--- src/rtl/cal_mac_int8_x2_acc_pkg.sv ---
// cal_dsp_pkg: shared constants and helpers for the packed dual-MAC.
//
// Contents:
//   PACK_SHIFT  bit offset of weight a inside the 27-bit A port
//   A_W/D_W/B_W/P_W  DSP slice port widths (pre-adder, multiplier, product)
//   PIPE_LAT    input-to-output latency of cal_mac_int8_x2_acc in clk edges
//   unpack_x2() splits a packed 45-bit product into (a*c, b*c)
package cal_dsp_pkg;

    localparam int PACK_SHIFT = 18;
    localparam int A_W        = 27;
    localparam int D_W        = 27;
    localparam int B_W        = 18;
    localparam int P_W        = 45;
    localparam int PIPE_LAT   = 6;

    // Both halves are returned sign-extended to the full product width.
    typedef struct packed {
        logic signed [P_W-1:0] ac;
        logic signed [P_W-1:0] bc;
    } prod_pair_t;

    // The product is M = (a*c << PACK_SHIFT) + b*c. When b*c is negative it
    // borrows one from the upper field; the borrow shows up as bit
    // PACK_SHIFT-1 being set (|b*c| is far below 2^(PACK_SHIFT-1)), so adding
    // that bit back restores a*c exactly.
    function automatic prod_pair_t unpack_x2(input logic [P_W-1:0] m, input int dw);
        prod_pair_t      r;
        int              sh;
        logic [P_W-1:0]  hi_field;
        sh       = P_W - 2 * dw;
        r.bc     = $signed(m << sh) >>> sh;
        hi_field = m >> PACK_SHIFT;
        r.ac     = ($signed(hi_field << sh) >>> sh)
                 + $signed({{(P_W-1){1'b0}}, m[PACK_SHIFT-1]});
        return r;
    endfunction

endpackage

--- src/rtl/cal_mac_int8_x2_acc_if.sv ---
// cal_mac_int8_x2_acc_if: sample input and group-sum output bundle of the
// packed dual-MAC.
//
// Handshake: in_valid qualifies in_a/in_b/in_c/in_last in the cycle it is
// high; there is no ready, every valid sample is consumed. out_valid is a
// one-cycle strobe with no backpressure; out_ac/out_bc (and out_sat when
// CAL_MAC_SAT_EN is defined) hold until the next strobe.
//
// Modports:
//   master  drives the samples, receives the sums (upstream/downstream side)
//   slave   the MAC itself
interface cal_mac_int8_x2_acc_if #(
    parameter int DATA_W = 8,
    parameter int ACC_W  = 24
);
    logic                     in_valid;
    logic                     in_last;
    logic signed [DATA_W-1:0] in_a;
    logic signed [DATA_W-1:0] in_b;
    logic signed [DATA_W-1:0] in_c;
    logic                     out_valid;
    logic signed [ACC_W-1:0]  out_ac;
    logic signed [ACC_W-1:0]  out_bc;
`ifdef CAL_MAC_SAT_EN
    logic                     out_sat;
`endif

    modport master (
        output in_valid, in_last, in_a, in_b, in_c,
        input  out_valid, out_ac, out_bc
`ifdef CAL_MAC_SAT_EN
        , input out_sat
`endif
    );

    modport slave (
        input  in_valid, in_last, in_a, in_b, in_c,
        output out_valid, out_ac, out_bc
`ifdef CAL_MAC_SAT_EN
        , output out_sat
`endif
    );

endinterface

--- src/rtl/cal_mac_int8_x2_acc_mul.sv ---
// cal_mul_pack_x2: stages S1..S5 of the dual-MAC. Packs a/b/c onto one
// pre-adder + multiplier, then unpacks a*c and b*c. Pure pipeline; valid and
// last travel alongside the data, only the valid bits are reset.
//
// Ports:
//   clk, rst                 clock, synchronous active-high reset
//   in_valid, in_last        sample qualifier / group end
//   in_a, in_b, in_c         signed weights and shared activation
//   out_valid, out_last      S5 qualifier / group end
//   out_ac, out_bc           S5 products, sign-extended to ACC_W
module cal_mul_pack_x2
    import cal_dsp_pkg::*;
#(
    parameter int DATA_W = 8,
    parameter int ACC_W  = 24
) (
    input  logic                     clk,
    input  logic                     rst,
    input  logic                     in_valid,
    input  logic                     in_last,
    input  logic signed [DATA_W-1:0] in_a,
    input  logic signed [DATA_W-1:0] in_b,
    input  logic signed [DATA_W-1:0] in_c,
    output logic                     out_valid,
    output logic                     out_last,
    output logic signed [ACC_W-1:0]  out_ac,
    output logic signed [ACC_W-1:0]  out_bc
);

    // Bit i of v_q/l_q belongs to stage S(i+1).
    logic [4:0]            v_q;
    logic [4:0]            l_q;

    logic signed [A_W-1:0] a_q;
    logic signed [D_W-1:0] d_q;
    logic signed [B_W-1:0] b1_q;
    logic signed [A_W-1:0] p_q;
    logic signed [B_W-1:0] b2_q;
    logic signed [P_W-1:0] m3_q;
    logic signed [P_W-1:0] m4_q;
    logic signed [P_W-1:0] p_ext;
    logic signed [P_W-1:0] b_ext;
    prod_pair_t            pair;
    logic                  unused_hi;

    assign p_ext = $signed({{(P_W-A_W){p_q[A_W-1]}}, p_q});
    assign b_ext = $signed({{(P_W-B_W){b2_q[B_W-1]}}, b2_q});
    assign pair  = unpack_x2(m4_q, DATA_W);

    // Upper product bits above ACC_W are pure sign extension.
    assign unused_hi = ^{pair.ac[P_W-1:ACC_W], pair.bc[P_W-1:ACC_W]};

    always_ff @(posedge clk) begin
        if (rst) begin
            v_q <= '0;
            l_q <= '0;
        end else begin
            v_q <= {v_q[3:0], in_valid};
            l_q <= {l_q[3:0], in_valid & in_last};
        end
    end

    always_ff @(posedge clk) begin
        // S1: pack. a sits at PACK_SHIFT with zeros below; b and c sign-extended.
        a_q  <= {{(A_W-PACK_SHIFT-DATA_W){in_a[DATA_W-1]}}, in_a, {PACK_SHIFT{1'b0}}};
        d_q  <= {{(D_W-DATA_W){in_b[DATA_W-1]}}, in_b};
        b1_q <= {{(B_W-DATA_W){in_c[DATA_W-1]}}, in_c};
        // S2: pre-add; c delayed to stay aligned with P.
        p_q  <= a_q + d_q;
        b2_q <= b1_q;
        // S3/S4: multiply, then a second product register.
        m3_q <= p_ext * b_ext;
        m4_q <= m3_q;
        // S5: unpack with borrow correction.
        out_ac <= pair.ac[ACC_W-1:0];
        out_bc <= pair.bc[ACC_W-1:0];
    end

    assign out_valid = v_q[4];
    assign out_last  = l_q[4];

endmodule

--- src/rtl/cal_mac_int8_x2_acc.sv ---
// cal_mac_int8_x2_acc: packed dual-MAC with group accumulation. Computes
// a*c and b*c per sample on one multiplier, sums each stream over a group
// closed by in_last and strobes both sums out PIPE_LAT edges after the last
// sample is accepted.
//
// Ports:
//   clk   rising-edge clock
//   rst   synchronous active-high reset
//   bus   cal_mac_int8_x2_acc_if.slave (in_valid/in_last/in_a/in_b/in_c in,
//         out_valid/out_ac/out_bc[/out_sat] out)
//
// Build option: CAL_MAC_SAT_EN makes each accumulate saturate and adds the
// sticky out_sat flag; without it the sums wrap modulo 2^ACC_W.
module cal_mac_int8_x2_acc
    import cal_dsp_pkg::*;
#(
    parameter int DATA_W = 8,
    parameter int ACC_W  = 24
) (
    input  logic                  clk,
    input  logic                  rst,
    cal_mac_int8_x2_acc_if.slave  bus
);

    logic                    s5_valid;
    logic                    s5_last;
    logic signed [ACC_W-1:0] s5_ac;
    logic signed [ACC_W-1:0] s5_bc;

    cal_mul_pack_x2 #(
        .DATA_W (DATA_W),
        .ACC_W  (ACC_W)
    ) u_mul (
        .clk       (clk),
        .rst       (rst),
        .in_valid  (bus.in_valid),
        .in_last   (bus.in_last),
        .in_a      (bus.in_a),
        .in_b      (bus.in_b),
        .in_c      (bus.in_c),
        .out_valid (s5_valid),
        .out_last  (s5_last),
        .out_ac    (s5_ac),
        .out_bc    (s5_bc)
    );

    // grp_open is 0 when the next valid sample starts a new group (after
    // reset or after a last); that sample loads instead of adding.
    logic                    grp_open;
    logic signed [ACC_W-1:0] acc_ac;
    logic signed [ACC_W-1:0] acc_bc;
    logic signed [ACC_W-1:0] nxt_ac;
    logic signed [ACC_W-1:0] nxt_bc;
    logic                    s6_valid;
    logic                    s6_last;

`ifdef CAL_MAC_SAT_EN
    logic sat_ac;
    logic sat_bc;
    logic nxt_sat_ac;
    logic nxt_sat_bc;

    // Returns {clamped, sum}. Overflow shows as the two top bits of the
    // one-bit-wider sum disagreeing; the wide sign picks the rail.
    function automatic logic [ACC_W:0] sat_add(input logic signed [ACC_W-1:0] x,
                                               input logic signed [ACC_W-1:0] y);
        logic [ACC_W:0] s;
        s = {x[ACC_W-1], x} + {y[ACC_W-1], y};
        if (s[ACC_W] != s[ACC_W-1]) begin
            return {1'b1, s[ACC_W], {(ACC_W-1){~s[ACC_W]}}};
        end
        return {1'b0, s[ACC_W-1:0]};
    endfunction
`endif

    always_comb begin
        nxt_ac = s5_ac;
        nxt_bc = s5_bc;
`ifdef CAL_MAC_SAT_EN
        nxt_sat_ac = 1'b0;
        nxt_sat_bc = 1'b0;
        if (grp_open) begin
            {nxt_sat_ac, nxt_ac} = sat_add(acc_ac, s5_ac);
            {nxt_sat_bc, nxt_bc} = sat_add(acc_bc, s5_bc);
            nxt_sat_ac = nxt_sat_ac | sat_ac;
            nxt_sat_bc = nxt_sat_bc | sat_bc;
        end
`else
        if (grp_open) begin
            nxt_ac = acc_ac + s5_ac;
            nxt_bc = acc_bc + s5_bc;
        end
`endif
    end

    // S6 updates the accumulators; the output register one edge later reads
    // the finished sums while S6 may already be loading the next group.
    always_ff @(posedge clk) begin
        if (rst) begin
            grp_open      <= 1'b0;
            acc_ac        <= '0;
            acc_bc        <= '0;
            s6_valid      <= 1'b0;
            s6_last       <= 1'b0;
            bus.out_valid <= 1'b0;
            bus.out_ac    <= '0;
            bus.out_bc    <= '0;
`ifdef CAL_MAC_SAT_EN
            sat_ac        <= 1'b0;
            sat_bc        <= 1'b0;
            bus.out_sat   <= 1'b0;
`endif
        end else begin
            s6_valid <= s5_valid;
            s6_last  <= s5_last;
            if (s5_valid) begin
                acc_ac   <= nxt_ac;
                acc_bc   <= nxt_bc;
                grp_open <= ~s5_last;
`ifdef CAL_MAC_SAT_EN
                sat_ac   <= nxt_sat_ac;
                sat_bc   <= nxt_sat_bc;
`endif
            end
            bus.out_valid <= s6_valid & s6_last;
            if (s6_valid && s6_last) begin
                bus.out_ac  <= acc_ac;
                bus.out_bc  <= acc_bc;
`ifdef CAL_MAC_SAT_EN
                bus.out_sat <= sat_ac | sat_bc;
`endif
            end
        end
    end

endmodule

--- src/flat_wrapper.sv ---
// flat-port wrapper written by rule: the top's interface ports become plain ports
module cal_mac_int8_x2_acc_flat import cal_dsp_pkg::*;
#(
    parameter int DATA_W = 8,
    parameter int ACC_W  = 24
)
  (clk, rst, bus_in_valid, bus_in_last, bus_in_a, bus_in_b, bus_in_c, bus_out_valid, bus_out_ac, bus_out_bc);
  cal_mac_int8_x2_acc_if #(.DATA_W(DATA_W), .ACC_W(ACC_W)) bus_i ();
  input  logic clk;
  input  logic rst;
  input wire logic [$bits(bus_i.in_valid)-1:0] bus_in_valid;
  input wire logic [$bits(bus_i.in_last)-1:0] bus_in_last;
  input wire logic [$bits(bus_i.in_a)-1:0] bus_in_a;
  input wire logic [$bits(bus_i.in_b)-1:0] bus_in_b;
  input wire logic [$bits(bus_i.in_c)-1:0] bus_in_c;
  output wire logic [$bits(bus_i.out_valid)-1:0] bus_out_valid;
  output wire logic [$bits(bus_i.out_ac)-1:0] bus_out_ac;
  output wire logic [$bits(bus_i.out_bc)-1:0] bus_out_bc;
  assign bus_i.in_valid = bus_in_valid;
  assign bus_i.in_last = bus_in_last;
  assign bus_i.in_a = bus_in_a;
  assign bus_i.in_b = bus_in_b;
  assign bus_i.in_c = bus_in_c;
  assign bus_out_valid = bus_i.out_valid;
  assign bus_out_ac = bus_i.out_ac;
  assign bus_out_bc = bus_i.out_bc;
  cal_mac_int8_x2_acc #(.DATA_W(DATA_W), .ACC_W(ACC_W)) u_core (.clk(clk), .rst(rst), .bus(bus_i));
endmodule
--- config.mk ---
export PLATFORM = sky130hd
export DESIGN_NAME = cal_mac_int8_x2_acc_flat
export DESIGN_NICKNAME = d
export VERILOG_FILES = /design/src/rtl/cal_mac_int8_x2_acc_pkg.sv /design/src/rtl/cal_mac_int8_x2_acc_if.sv /design/src/rtl/cal_mac_int8_x2_acc_mul.sv /design/src/rtl/cal_mac_int8_x2_acc.sv /design/src/flat_wrapper.sv
export SDC_FILE = /design/constraint.sdc
export NUM_CORES = 1
export LEC_CHECK = 0
export ABC_CLOCK_PERIOD_IN_PS = 7050
export BUFFER_PORTS_ARGS = -buffer_cell sky130_fd_sc_hd__buf_2
export CAP_MARGIN = 10
export CORE_MARGIN = 2
export CORE_UTILIZATION = 35
export CTS_CLUSTER_SIZE = 40
export DETAILED_ROUTE_END_ITERATION = 8
export GPL_TIMING_DRIVEN = 0
export PLACE_DENSITY = 0.54
export SYNTH_ARGS = -nofsm -noshare
export SYNTH_HDL_FRONTEND = slang
export SYNTH_SLANG_ARGS = --single-unit
--- constraint.sdc ---
create_clock -name clk -period 7.05 [get_ports clk]
set_clock_uncertainty 0.05 [all_clocks]
set_input_delay 1.7625 -clock clk [delete_from_list [all_inputs] [get_ports clk]]
set_output_delay 1.7625 -clock clk [all_outputs]
set_load 0.02 [all_outputs]
---- Yosys cells after proc, flatten, opt, wreduce, memory -nomap -nowiden ----
Index checks and enable logic that the tools add are counted.
cells by class
  add/sub/neg operators ................... 4
  multiply operators ...................... 1
  muxes and demuxes ....................... 2
  bitwise logic cells ..................... 3
  reduce and logical (&&, ||, !) cells .... 1
operators by type and width
  kind                         number
  2-to-1 mux 24 bit            2
  multiplier 27 x 8 -> 34 bit  1
  adder 26 x 8 -> 27 bit       1
  adder 24 x 16 -> 24 bit      1
  adder 24 x 17 -> 24 bit      1
  adder 16 x 2 -> 17 bit       1
  bitwise AND 1 bit            2
  logical AND 1 bit            1
  NOT 1 bit                    1
storage, ports and cells
  bits in registers ....................... 270
  bits of input ports ..................... 28
  output and inout bits ................... 49
  logic and storage cells ................. 30

---- Depth between registers and ports, before layout ----
  depth in word-level cells ............... 2
  gate-level depth with buffers ........... 22
  gate-level depth less buffers ........... 21

---- Modules after synthesis ----
Synthesis repeated with hierarchy kept, for this count alone.
second synthesis, totals
  cell total of the unflattened synthesis .. 1723
  area, all modules ....................... 16067.9 µm²
by module, submodules not included
  module               instances  cells each  area an instance (µm²)  seq. area each (µm²)
  cal_mul_pack_x2      1          965         10013.4                 3163.0
  cal_mac_int8_x2_acc  1          758         6054.6                  2001.9

---- Least setup slack after synthesis ----
Ideal clock, no wire load.
  path type ............................... register -> register
  from .................................... register u_core.u_mul.b2_q[5]
  to ...................................... register u_core.u_mul.m3_q[33]
  setup time .............................. 0.072 ns
  arrival time ............................ 5.290 ns
  data required time ...................... 6.928 ns
  path slack .............................. 1.638 ns
  stages on the path, launching flop included .. 21
  buffers on the path ..................... 2
  cell sequence ........................... dfxtp_1 > clkbuf_1 > clkbuf_1 > and2_1 > fa_1 > fa_1 > fa_1 > inv_1 > fa_1 > inv_1 > ha_1 > a21o_1 > a21o_1 > a221o_1 > a31oi_2 > o21ai_2 > a41o_1 > a2111oi_4 > o31ai_1 > a21oi_2 > xnor2_1
between the ends
  longest elaborated chain between the ends .. 1
RTL lines
  element                      RTL line                       source
  start: declaration           cal_mac_int8_x2_acc_mul.sv:38  logic signed [B_W-1:0] b2_q;
  start signal: assignment     cal_mac_int8_x2_acc_mul.sv:70  b2_q <= b1_q;
  multiplier 27 x 8 -> 34 bit  cal_mac_int8_x2_acc_mul.sv:72  m3_q <= p_ext * b_ext;
  end signal: assignment       cal_mac_int8_x2_acc_mul.sv:72
  end: declaration             cal_mac_int8_x2_acc_mul.sv:39  logic signed [P_W-1:0] m3_q;
Every way passes these cells.
A chain may end at the register's enable or synchronous reset.

---- Worst setup path after layout ----
  from .................................... register u_core.u_mul.b2_q[2]
  to ...................................... register u_core.u_mul.m3_q[32]
Same word-level chain as after synthesis.

==> results.py <==
metrics = {
    "status": {
        "status": "complete, no violations",
    },
    "floorplan": {
        "die_area_mm2": 0.0467,
        "die_h_um": 216,
        "num_io_pins": 77,
        "initial_core_util_pct": 35.6,
        "die_w_um": 216,
        "core_region_area_mm2": 0.0443,
        "rows": 77,
    },
    "global_route": {
        "grt_max_degree": 16,
        "grt_remaining_overflow": 0,
        "antenna_found_initial": 0,
        "top_usage_layer": "met2",
        "grt_pass1_wl_um": 55900,
        "met3_usage_pct": 1.94,
        "grt_pass1_vias": 11120,
        "use_met1_pct": 19.4,
        "grt_usage_pct": 14.5,
        "groute.layer.met2.usage_pct": 24.9,
    },
    "final_layout": {
        "drive_above_1_share_pct": 7.31,
        "regArea_mm2": 0.00516,
        "final_area_mm2": 0.0178,
        "antennaDiodeCount": 0,
        "final_common_cell": "dfxtp_1",
        "n_fill_cell": 4513,
        "fin_nets": 2069,
        "multi_input_area_mm2": 0.00952,
        "syn2layout_area_growth_pct": 12.9,
        "final_cell_mix": "dfxtp_1, inv_1, nand2_1, fa_1, a21oi_1",
    },
    "setup_path": {
        "r2r_slack_ns": 0.69,
        "cp_max_fo": 10,
        "r2r-end": "u_core.u_mul.m3_q[32]",
        "path_common_cell": "fa_1",
        "cpMaxStageDelayCell": "fa_1",
        "r2r-start": "u_core.u_mul.b2_q[2]",
        "critical_path_depth": 19,
        "cp_cell_sequence": "clkbuf_1 -> nand2_1 -> fa_1 -> fa_1 -> inv_1 -> fa_1 -> inv_1 -> fa_1 -> inv_1 -> ha_1 -> a21o_1 -> or3_1 -> o21ai_1 -> a31oi_1 -> a221o_1 -> a21oi_1 -> o311ai_0 -> a21oi_1 -> xnor2_1",
        "crit_end": "u_core.u_mul.m3_q[32]",
        "worstSetupStartpoint": "u_core.u_mul.b2_q[2]",
        "crit_family": "adder cells",
        "worstPathArrival_ns": 6.80,
        "max_stage_delay_ns": 0.65,
        "worst-r2r-cell-count": 19,
        "critical_path_class": "flop to flop",
        "worstPathBufferInverterCount": 4,
        "crit_required_ns": 7.49,
        "worst_setup_path_start_kind": "flop",
        "endpoint_kind": "flop",
    },
    "yosys": {
        "avgSynthCellArea_um2": 9.38,
        "async_reset_ff_share_pct": 0,
        "synth.yosys.seq_area_share_pct": 32.8,
        "yosysTopAreaCellShare_pct": 32.8,
        "synth_area_mm2": 0.0158,
        "synth_area_leaders": "dfxtp_1, fa_1, ha_1",
        "yosys_most_used_dff": "dfxtp_1",
        "ys_types": 66,
        "ys_seq_elements": 258,
        "netlist.top_cell.by_area": "dfxtp_1",
        "yosysWarnings": 0,
        "synth_edf_count": 0,
        "syn_inst": 1681,
        "synth_nets": 1964,
    },
    "min_path": {
        "hold_class": "flop to flop",
        "min_path_cells": 0,
    },
    "clock_tree": {
        "insertion_delay_ns": 0.57,
        "clock-sinks": 258,
        "cts_buffer_depth": 3,
        "cts.clk_slew.worst_paths_ns": 0.06,
        "cts_hold_buf": 0,
        "cts_resized": 0,
        "htreeDepth": 1,
        "clockRootBuffer": "clkbuf_16",
        "post_cts_buffers": 0,
        "cts_tree": "done",
        "cts_buffers": 28,
    },
    "routing": {
        "drtAntennaViolNets": 0,
        "drtIter0Drc": 467,
        "drc_errors": 0,
        "totalWireLength_um": 33200,
        "dr.pass1.iters": 5,
        "wl_per_cell_um": 13.9,
        "vias_per_cell": 4.58,
        "vias": 10984,
    },
    "placed_design": {
        "dp_hpwl_um": 26600,
        "placed_cell_area_mm2": 0.0169,
        "place.gp.congestion": 0.850,
        "port_buffers": 75,
    },
    "timing": {
        "fmaxAchievable_mhz": 157,
        "setup-violations-final": 0,
        "rsz0062_at_grt": "false",
        "fin_tns_setup_ns": 0,
        "final.min_clock_period_ns": 6.36,
        "worst_pin_slew_ns": 0.941,
        "post-route-period-util_pct": 90.2,
        "report.final.slew_viol_count": 0,
        "maxSlewHeadroom_pct": 37.3,
        "hold_viol": 0,
    },
    "job": {
        "cap_violations": 0,
    },
    "power_and_ir_drop": {
        "p_leak_nw": 8.00,
        "ir_drop_v": 0.000205,
        "power_density_mw_per_mm2": 404,
        "power.total_mw": 7.19,
    },
}
## cell usage after synthesis, drive strengths merged (3+ instances only)
master,n
o21bai,11
nor2b,30
and3,12
o22ai,3
o211ai,5
xnor2,61
a311oi,5
or2,3
xor2,29
a2111oi,4
a31oi,8
nor2,91
clkbuf,45
nand2b,20
a41oi,4
o21ai,39
a211oi,29
nand3,14
buf,6
nor3,25
a21oi,119
nand2,154
ha,116
a21boi,5
and4,4
a21o,25
inv,236
or3,5
and2,96
dfxtp,258
o21a,13
mux2i,29
nand4,4
fa,139
a211o,3
## cell type report
type | instances | area share, %
multi-input combinational | 1136 | 53.5
clock buffer | 43 | 4.53
sequential | 258 | 29.0
timing repair buffer | 75 | 2.11
inverter | 236 | 4.98
clock inverter | 7 | 0.633
buffer | 51 | 1.08
tap | 592 | 4.16
## metal layers
layer	up-vias	part of all wire, %	routed length (um)
li1	5671	-	-
met4	0	2.1	698
met2	134	46	15300
met3	38	2.7	892
met5	-	0	0
met1	5141	49	16300
## where the power goes
| part | switching, mW | internal (mW) |
|---|---|---|
| clock | 0.586 | 0.859 |
| sequential | 0.190 | 1.82 |
| combinational | 2.02 | 1.72 |
| total | 2.80 | 4.40 |
## how the worst min path moves through the flow
| stage | startpoint | to | slack (ns) |
|---|---|---|---|
| 3_5_place_dp | u_core.u_mul.m3_q[26] | u_core.u_mul.m4_q[26] | 0.26 |
| 5_1_grt | u_core.u_mul.m4_q[9] | u_core.u_mul.out_bc[9] | 0.28 |
| 3_3_place_gp | u_core.u_mul.m3_q[20] | u_core.u_mul.m4_q[20] | 0.26 |
| 2_1_floorplan | u_core.u_mul.b1_q[0] | u_core.u_mul.b2_q[0] | 0.26 |
| 4_1_cts | u_core.u_mul.m4_q[9] | u_core.u_mul.out_bc[9] | 0.26 |
| 6_report | u_core.u_mul.m4_q[9] | u_core.u_mul.out_bc[9] | 0.26 |
## metrics by stage
stage	instances	hold slack (ns)	util, %	setup WS [ns]
after floorplan	1681	0.260	-	1.64
after global placement	2348	0.260	38.1	0.655
after detailed placement	2348	0.262	38.1	0.642
after CTS	2398	0.260	40.2	0.624
after global routing	2398	0.276	40.2	0.340
final	2398	0.259	40.2	0.693
## state kept, by name, summed over array words and instances (netlist names)
name	count
u_core.u_mul.out_ac	17
u_core.u_mul.l_q	5
u_core.u_mul.m3_q	33
u_core.u_mul.out_bc	16
u_core.s6_valid	1
u_core.acc_ac	24
u_core.u_mul.b2_q	8
u_core.grp_open	1
u_core.bus.out_valid	1
u_core.u_mul.v_q	5
u_core.bus.out_ac	24
u_core.u_mul.b1_q	8
u_core.u_mul.m4_q	33
u_core.u_mul.p_q	17
u_core.acc_bc	24
u_core.u_mul.d_q	8
u_core.bus.out_bc	24
u_core.s6_last	1
u_core.u_mul.a_q	8
## logic make-up after synthesis
group,count (synthesis),synth area share [%]
XOR/XNOR,90,5.00
AO/OA/AOI/OAI,295,12.2
flip-flops,258,32.8
buffers and inverters,287,6.84
AND/OR/NAND/NOR,466,14.4
multiplexers,30,1.91
adder cells (fa/ha/maj),255,26.9
## worst register-to-register path: cells and delay by family (launching register included)
family | cells | cell delay (ns)
adder cells (fa/ha/maj) | 5 | 2.71
AND/OR/NAND/NOR | 2 | 0.55
AO/OA/AOI/OAI | 7 | 1.74
XOR/XNOR | 1 | 0.13
flip-flops | 1 | 0.48
buffers and inverters | 4 | 0.63
Note: power is estimated with default switching activity, not from simulation.
